### config.mk
export PLATFORM = sky130hd
export DESIGN_NAME = ds_1bit_adc_decim
export DESIGN_NICKNAME = d
export VERILOG_FILES = /design/src/rtl/ds_1bit_adc_decim.sv
export SDC_FILE = /design/constraint.sdc
export NUM_CORES = 1
export LEC_CHECK = 0
export ABC_AREA = 1
export CAP_MARGIN = 25
export CORE_MARGIN = 2
export CORE_UTILIZATION = 60
export CTS_CLUSTER_DIAMETER = 40
export DETAILED_ROUTE_END_ITERATION = 10
export PLACE_DENSITY = 0.77
export SKIP_LAST_GASP = 1
export SYNTH_ARGS = -nofsm -noshare
export SYNTH_HDL_FRONTEND = slang
export SYNTH_SLANG_ARGS = --single-unit
### constraint.sdc
create_clock -name clk -period 5.9 [get_ports clk]
set_input_delay 0.59 -clock clk [delete_from_list [all_inputs] [get_ports clk]]
set_output_delay 0.59 -clock clk [all_outputs]
set_load 0.03 [all_outputs]
### src/rtl/ds_1bit_adc_decim.sv
// Purpose : 1-bit delta-sigma ADC back end: pdm_in synchroniser, feedback flop,
//           modulator tick divider and a 3rd-order CIC decimator with a 16-bit saturated output.
// Latency : dout/dout_valid appear 2 clk after the DECIM-th modulator tick of each decimation period.
// Backpres: none; dout_valid is a one-clk strobe and dout holds until the next valid sample.
//
// Ports   : clk        - system clock, all logic on its rising edge
//           rst_n      - asynchronous active-low reset
//           pdm_in     - comparator output, asynchronous to clk
//           pdm_fb     - feedback bit to the external RC integrator, changes only on ticks
//           dout       - signed 16-bit decimated sample
//           dout_valid - one-clk strobe qualifying dout
//           sat        - (DS_ADC_SAT_EN only) high with dout_valid when that sample was clipped
//
// Build option: define DS_ADC_SAT_EN to add the sat port and its logic.

module ds_1bit_adc_decim #(
    parameter int DIV_RATIO = 100,  // clk cycles per modulator tick
    parameter int DECIM     = 64    // decimation ratio, power of two 16..256
) (
    input  logic               clk,
    input  logic               rst_n,
    input  logic               pdm_in,
    output logic               pdm_fb,
    output logic signed [15:0] dout,
    output logic               dout_valid
`ifdef DS_ADC_SAT_EN
    ,
    output logic               sat
`endif
);

    localparam int LOG2D = $clog2(DECIM);
    localparam int W     = 3 * LOG2D + 2;              // CIC register width
    localparam int SHIFT = 3 * LOG2D - 15;             // negative for DECIM=16
    localparam int SHR   = (SHIFT > 0) ? SHIFT : 0;
    localparam int SHL   = (SHIFT < 0) ? -SHIFT : 0;
    localparam int SW    = W + 4;                      // room for the left-shift case
    localparam int CNT_W = (DIV_RATIO > 1) ? $clog2(DIV_RATIO) : 1;
    localparam int DC_W  = LOG2D;

    localparam logic signed [SW-1:0] POS_LIM = SW'(32767);
    localparam logic signed [SW-1:0] NEG_LIM = SW'(-32768);

    // state
    logic              sync1_q, sync1_d;
    logic              sync2_q, sync2_d;
    logic [CNT_W-1:0]  div_cnt_q, div_cnt_d;
    logic [DC_W-1:0]   dec_cnt_q, dec_cnt_d;
    logic [1:0]        warm_cnt_q, warm_cnt_d;
    logic              dec_stb_q, dec_stb_d;
    logic              pdm_fb_q, pdm_fb_d;
    logic [W-1:0]      i1_q, i1_d;
    logic [W-1:0]      i2_q, i2_d;
    logic [W-1:0]      i3_q, i3_d;
    logic [W-1:0]      d1_q, d1_d;
    logic [W-1:0]      d2_q, d2_d;
    logic [W-1:0]      d3_q, d3_d;
    logic signed [15:0] dout_q, dout_d;
    logic              dout_valid_q, dout_valid_d;
`ifdef DS_ADC_SAT_EN
    logic              sat_q, sat_d;
`endif

    // combinational helpers
    logic              cke;
    logic [W-1:0]      x_w;
    logic [W-1:0]      c1, c2, c3;
    logic signed [SW-1:0] c3_ext;
    logic signed [SW-1:0] scaled;
    logic              clip_hi, clip_lo;

    always_comb begin
        // tick divider: cke on the last count, counter wraps to 0 on the same edge
        cke       = (div_cnt_q == CNT_W'(DIV_RATIO - 1));
        div_cnt_d = cke ? '0 : div_cnt_q + CNT_W'(1);

        sync1_d = pdm_in;
        sync2_d = sync1_q;

        // bipolar sample: 1 -> +1, 0 -> -1 (all ones in W bits)
        x_w = sync2_q ? W'(1) : {W{1'b1}};

        pdm_fb_d  = pdm_fb_q;
        i1_d      = i1_q;
        i2_d      = i2_q;
        i3_d      = i3_q;
        dec_cnt_d = dec_cnt_q;
        if (cke) begin
            pdm_fb_d  = sync2_q;
            // each stage adds its predecessor's pre-update value
            i1_d      = i1_q + x_w;
            i2_d      = i2_q + i1_q;
            i3_d      = i3_q + i2_q;
            dec_cnt_d = (dec_cnt_q == DC_W'(DECIM - 1)) ? '0 : dec_cnt_q + DC_W'(1);
        end

        dec_stb_d = cke && (dec_cnt_q == DC_W'(DECIM - 1));

        // combs read i3_q, i.e. the value before any cke landing in the same cycle
        c1     = i3_q - d1_q;
        c2     = c1 - d2_q;
        c3     = c2 - d3_q;
        c3_ext = SW'($signed(c3));
        scaled = (c3_ext >>> SHR) <<< SHL;
        clip_hi = (scaled > POS_LIM);
        clip_lo = (scaled < NEG_LIM);

        d1_d         = d1_q;
        d2_d         = d2_q;
        d3_d         = d3_q;
        warm_cnt_d   = warm_cnt_q;
        dout_d       = dout_q;
        dout_valid_d = 1'b0;
`ifdef DS_ADC_SAT_EN
        sat_d        = 1'b0;
`endif
        if (dec_stb_q) begin
            d1_d = i3_q;
            d2_d = c1;
            d3_d = c2;
            // first three outputs are filter warm-up: state advances, output stays put
            if (warm_cnt_q != 2'd3) begin
                warm_cnt_d = warm_cnt_q + 2'd1;
            end else begin
                dout_valid_d = 1'b1;
                if (clip_hi) begin
                    dout_d = 16'sh7fff;
                end else if (clip_lo) begin
                    dout_d = 16'sh8000;
                end else begin
                    dout_d = scaled[15:0];
                end
`ifdef DS_ADC_SAT_EN
                sat_d = clip_hi | clip_lo;
`endif
            end
        end
    end

    always_ff @(posedge clk or negedge rst_n) begin
        if (!rst_n) begin
            sync1_q      <= 1'b0;
            sync2_q      <= 1'b0;
            div_cnt_q    <= '0;
            dec_cnt_q    <= '0;
            warm_cnt_q   <= '0;
            dec_stb_q    <= 1'b0;
            pdm_fb_q     <= 1'b0;
            i1_q         <= '0;
            i2_q         <= '0;
            i3_q         <= '0;
            d1_q         <= '0;
            d2_q         <= '0;
            d3_q         <= '0;
            dout_q       <= '0;
            dout_valid_q <= 1'b0;
`ifdef DS_ADC_SAT_EN
            sat_q        <= 1'b0;
`endif
        end else begin
            sync1_q      <= sync1_d;
            sync2_q      <= sync2_d;
            div_cnt_q    <= div_cnt_d;
            dec_cnt_q    <= dec_cnt_d;
            warm_cnt_q   <= warm_cnt_d;
            dec_stb_q    <= dec_stb_d;
            pdm_fb_q     <= pdm_fb_d;
            i1_q         <= i1_d;
            i2_q         <= i2_d;
            i3_q         <= i3_d;
            d1_q         <= d1_d;
            d2_q         <= d2_d;
            d3_q         <= d3_d;
            dout_q       <= dout_d;
            dout_valid_q <= dout_valid_d;
`ifdef DS_ADC_SAT_EN
            sat_q        <= sat_d;
`endif
        end
    end

    assign pdm_fb     = pdm_fb_q;
    assign dout       = dout_q;
    assign dout_valid = dout_valid_q;
`ifdef DS_ADC_SAT_EN
    assign sat        = sat_q;
`endif

endmodule

-- After elaboration in Yosys (flattened, before gate mapping)
Cells that the tools add are included.
W data, S select, Z words.
- output and inout port bits: 18
- bits in registers: 156
- input bits: 3
- equality and inequality tests: 3
- add/sub/neg operators: 9
- muxes and demuxes: 7
- reduce and logical (&&, ||, !) cells: 3
- $lt $le $gt $ge: 2
- bitwise logic cells: 1
- operators with widths (operator ; number):
    $add A20 B20 Y20 ; 3
    $sub A20 B20 Y20 ; 3
    $mux W16 ; 2
    $mux W20 ; 1
    $gt A17 B16 Y1 const B ; 1
    $lt A17 B16 Y1 const B ; 1
    $add A7 B1 Y7 const B ; 1
    $eq A7 B7 Y1 const B ; 1
    $mux W7 ; 1
    $add A6 B1 Y6 const B ; 1
    $eq A6 B6 Y1 const B ; 1
    $mux W6 ; 1
    $reduce_and A2 Y1 ; 2
    $add A2 B1 Y2 const B ; 1
    $mux W1 ; 2
    $ne A2 B2 Y1 const B ; 1
    $logic_and A1 B1 Y1 ; 1
    $not A1 Y1 ; 1

-- Logic depth before layout (Yosys ltp)
- word-level depth: 6
- depth in mapped cells: 37

-- Worst setup path after synthesis
OpenSTA, ideal clock, no wires.
- kind: register to register
- start: reg i3_q[2]
- end: reg dout_q[5], in the netlist dout[5]
- setup slack: 1038 ps
- arrival time: 4746 ps
- buffers on the path: 1
- stages on the path, launching flop included: 32
- clock period less this slack: 4862 ps
- path through: dfrtp_1 ha_1 a21oi_2 nand2_2 a21oi_1 o21ai_2 a21oi_2 o21ai_1 a21oi_1 o21ai_0 nand2_1 and2_1 ha_1 a21oi_1 o21ai_0 a21oi_1 nand2_1 or2_2 nand2_1 inv_1 ha_1 nand2_1 nor4_2 nand4_1 nand3_1 xor2_1 inv_1 nand2_4 buf_6 nand2_1 nand2_1 nand2_1
- longest elaborated chain between the ends: 6
- ends and longest elaborated chain (element ; line ; text):
    start, declared ; 54 ; logic [W-1:0] i3_q, i3_d;
    start signal, assigned ; 170 ; i3_q <= i3_d;
    $sub A20 B20 Y20 * ; 100 ; c1 = i3_q - d1_q;
    via c1[15] ; 67 ; logic [W-1:0] c1, c2, c3;
    $sub A20 B20 Y20 * ; 101 ; c2 = c1 - d2_q;
    via c2[16] ; 67 ;
    $sub A20 B20 Y20 * ; 102 ; c3 = c2 - d3_q;
    $lt A17 B16 Y1 ; 106 ; clip_lo = (scaled < NEG_LIM);
    $mux W16 ; 128 ; end else if (clip_lo) begin
    $mux W16 * ; 126 ; if (clip_hi) begin
    end signal, assigned ; 174 ; dout_q <= dout_d;
    end, declared ; 58 ; logic signed [15:0] dout_q, dout_d;
Mark *: on every way through the listed nets, which the timed path passes. The rest lies on a longest branch.
A chain may end at the register's enable or synchronous reset.

-- Worst setup path after layout
- start: reg i3_q[2]
- end: reg dout_q[4], in the netlist dout[4]
Same word-level chain as after synthesis.

==> results.cfg <==
[place]
portBuffers = 20
dpl_worst_slack_ns = 0.508
gp_congestion = 0.893
placed_area_sq_um = 12000
dp_hpwl_mm = 19.8

[layout]
multi_input_area_sq_um = 6880
regArea_sq_um = 3910
syn_to_final_growth_pct = 8.92
diodes = 0
nFillCells = 1596
fin_area_sq_um = 12600
nets = 1705
drive_gt1_share_pct = 6.58

[cts]
cts_hold_buffers = 0
clk_latency_ns = 0.44
cts_htree_levels = 4
numClockSinks = 156
cts_tree = built
clkTransAtPathRegs_ns = 0.06
clock_path_buffers = 2
cts_buffers = 17
cts-root-buf = clkbuf_16

[detailed_routing]
drt-met1-wl_mm = 11.4
top_layer_used = met4
num_vias = 10200
wire_per_inst_microns = 14.1
dr_wl_met3_microns = 642
routed_wl_mm = 26.1
dr.pass1.iters = 5
wl_met2_mm = 13.2
via_per_inst = 5.47
drc = 0
ant_nets = 0
drtIter0Drc = 436

[floorplanning]
fp.dieH_microns = 143
io_pins = 21
rows = 50
coreArea_sq_um = 18800
die_w_microns = 143
dieArea_sq_um = 20400
start_util_pct = 61.5

[power]
swShare_pct = 22.2
combinationalPowerShare_pct = 2.2
power_switching_mw = 0.490
powerDensity_nw_per_um2 = 175
p_leak_nw = 6.76
ir_drop_mv = 0.195
total_power_mw = 2.21
p_seq_share_pct = 48.5
clockPowerShare_pct = 49.4
p_int_mw = 1.72

[worst_setup_path]
path_common_cell = nand2_1
cp_top_family = simple AND/OR/NAND/NOR gates
cp-end-kind = flop
cp_max_fo = 14
startpoint_type = flop
reg2reg_to = dout[4]
critPathKind = flop to flop
reg2reg_depth = 30
worstSetupPathDepth = 30
worstReg2RegStart = i3_q[2]
critPathBufInv = 1
cp-startpoint = i3_q[2]
reg2reg_slack_ns = 0.50
cp-endpoint = dout[4]
slowest_stage = dfrtp_1
cp.required_ns = 6.21
crit_arrival_ns = 5.72
critPathMaxStageDelay_ns = 0.42

[yosys]
ys_seq_area_share_pct = 33.7
synth_cell_types = 47
syn_area_sq_um = 11600
syn_area_per_cell_sq_um = 7.39
syn_nets = 1691
syn_inst = 1568
synth_seq_cells = 156
yosysWarnings = 0

[sta]
worst_slew_pin_slew_ns = 0.863
slew_violations = 0
finalCritPeriodShare_pct = 91.6
finalWorstSetupSlack_ns = 0.497
max_freq_ghz = 0.185
setup-violations-final = 0
hold_violations = 0
rsz0062_at_grt = no
skew_ns = 0.0151
finalSetupTns_ns = 0
min_period_ns = 5.40
slew-limit-headroom_pct = 42.5

[global_route]
gr-total-overflow = 0
antenna_found_initial = 0
grt_use_total_pct = 27.4
grt_max_degree = 96
grt_pass1_vias = 9967
grt_pass1_wl_mm = 45.0

[min_path]
hold_path.class = input port to asynchronous set/reset pin

[status]
status = complete, no violations

[job]
drv_cap = 0
-- layout by cell type, fill, tap and decap left out, types with 12 or more instances in the layout --
master	count
nand2_1	462
nor2_1	71
nand3_1	58
ha_1	115
inv_1	175
nand4_1	20
xor2_1	46
a21oi_1	110
clkdlybuf4s50_1	19
clkbuf_16	17
dfrtp_1	155
o21ai_0	142
or2_2	17
o21ai_1	12
nand2_2	22
xnor2_1	26
-- cell families after synthesis --
group                    synth area share, %
XOR/XNOR                                5.52
AND/OR/NAND/NOR                         25.6
buffers and inverters                   7.06
adder cells (fa/ha/maj)                 13.3
AO/OA/AOI/OAI                           14.7
flip-flops                              33.7
multiplexers                          0.0972
-- synthesized netlist by cell type (all sizes together) --
cell type	count	area [sq um]
o2111ai	1	8.76
a21boi	5	37.5
o211ai	3	22.5
and3	1	6.26
nand4	21	146
nor3b	1	7.51
or2	17	106
a31oi	4	25.0
nor4	9	62.6
nand3b	4	30.0
o31ai	8	60.1
and2	4	25.0
xor2	47	412
a221oi	4	35.0
a211oi	1	7.51
a21o	9	67.6
nor3	9	45.0
dfrtp	156	3900
ha	115	1440
buf	3	30.0
xnor2	26	228
nand2	485	1880
o21a	6	45.0
nand3	62	338
fa	5	100
mux2	1	11.3
inv	182	683
a21oi	114	586
o21ai	156	788
clkbuf	27	101
nor2	78	318
clkinv	1	3.75
o21bai	2	15.0
a41oi	1	8.76
-- timing repair --
action / in CTS / in global routing
buffers inserted: 0 / 0
gates resized for setup: 0 / 3
setup endpoints to repair: 0 / 15
-- registers in the layout, indices dropped and copies added, names as in the netlist --
signal and cells:
dec_cnt_q 6, i1_q 20, d2_q 20, sync2_q 1, sync1_q 1, i2_q 20, i3_q 20, dout 16
d1_q 20, dec_stb_q 1, pdm_fb 1, dout_valid 1, d3_q 20, warm_cnt_q 2, div_cnt_q 7
-- worst min path at each step --
stage	startpoint	endpoint	slack, ns	cells past startpoint
2_1_floorplan	rst_n	d1_q[0]	0.29	0
3_3_place_gp	sync1_q	sync2_q	0.33	0
3_5_place_dp	sync1_q	sync2_q	0.34	0
4_1_cts	rst_n	dec_cnt_q[5]	0.29	1
5_1_grt	rst_n	d3_q[5]	0.31	1
6_report	rst_n	d3_q[2]	0.24	1
-- worst reg2reg max path, delay by kind of cell, from the launching register on --
kind / cells / cell delay, ns
flops: 1 / 0.42
simple gates: 15 / 1.99
buf+inv: 1 / 0.05
xor+xnor: 1 / 0.21
fa+ha+maj: 3 / 1.03
compound gates: 10 / 1.56
-- through the flow --
stage          cells  utilization, %  hold slack, ns
6_report        1855            67.0           0.241
5_1_grt         1855            67.0           0.306
4_1_cts         1855            67.0           0.290
3_5_place_dp    1823            63.9           0.340
3_3_place_gp    1823            63.9           0.332
2_1_floorplan   1568               -           0.294
-- cell type report --
| type | instances | area share (%) |
|---|---|---|
| multi-input combinational | 1199 | 54.5 |
| clock buffer | 20 | 3.54 |
| inverter | 183 | 5.44 |
| timing repair buffer | 25 | 1.89 |
| tap | 260 | 2.58 |
| clock inverter | 12 | 1.09 |
| sequential | 156 | 30.9 |
-- routing by layer --
layer | GRT usage, % | vias to the layer above
li1 | - | 5195
met4 | 11.0 | 0
met3 | 4.59 | 59
met2 | 49.7 | 146
met5 | 0 | -
met1 | 32.2 | 4756
-- power by group through the flow --
stage / clock (mW) / sequential [mW] / combinational (mW)
after floorplan: 0 / 1.09 / 0.0207
after global placement: 0 / 1.09 / 0.0493
after detailed placement: 0 / 1.09 / 0.0498
after CTS: 1.11 / 1.07 / 0.0500
after global routing: 1.16 / 1.07 / 0.0562
final: 1.09 / 1.07 / 0.0478
(Power assumes the default switching activity.)
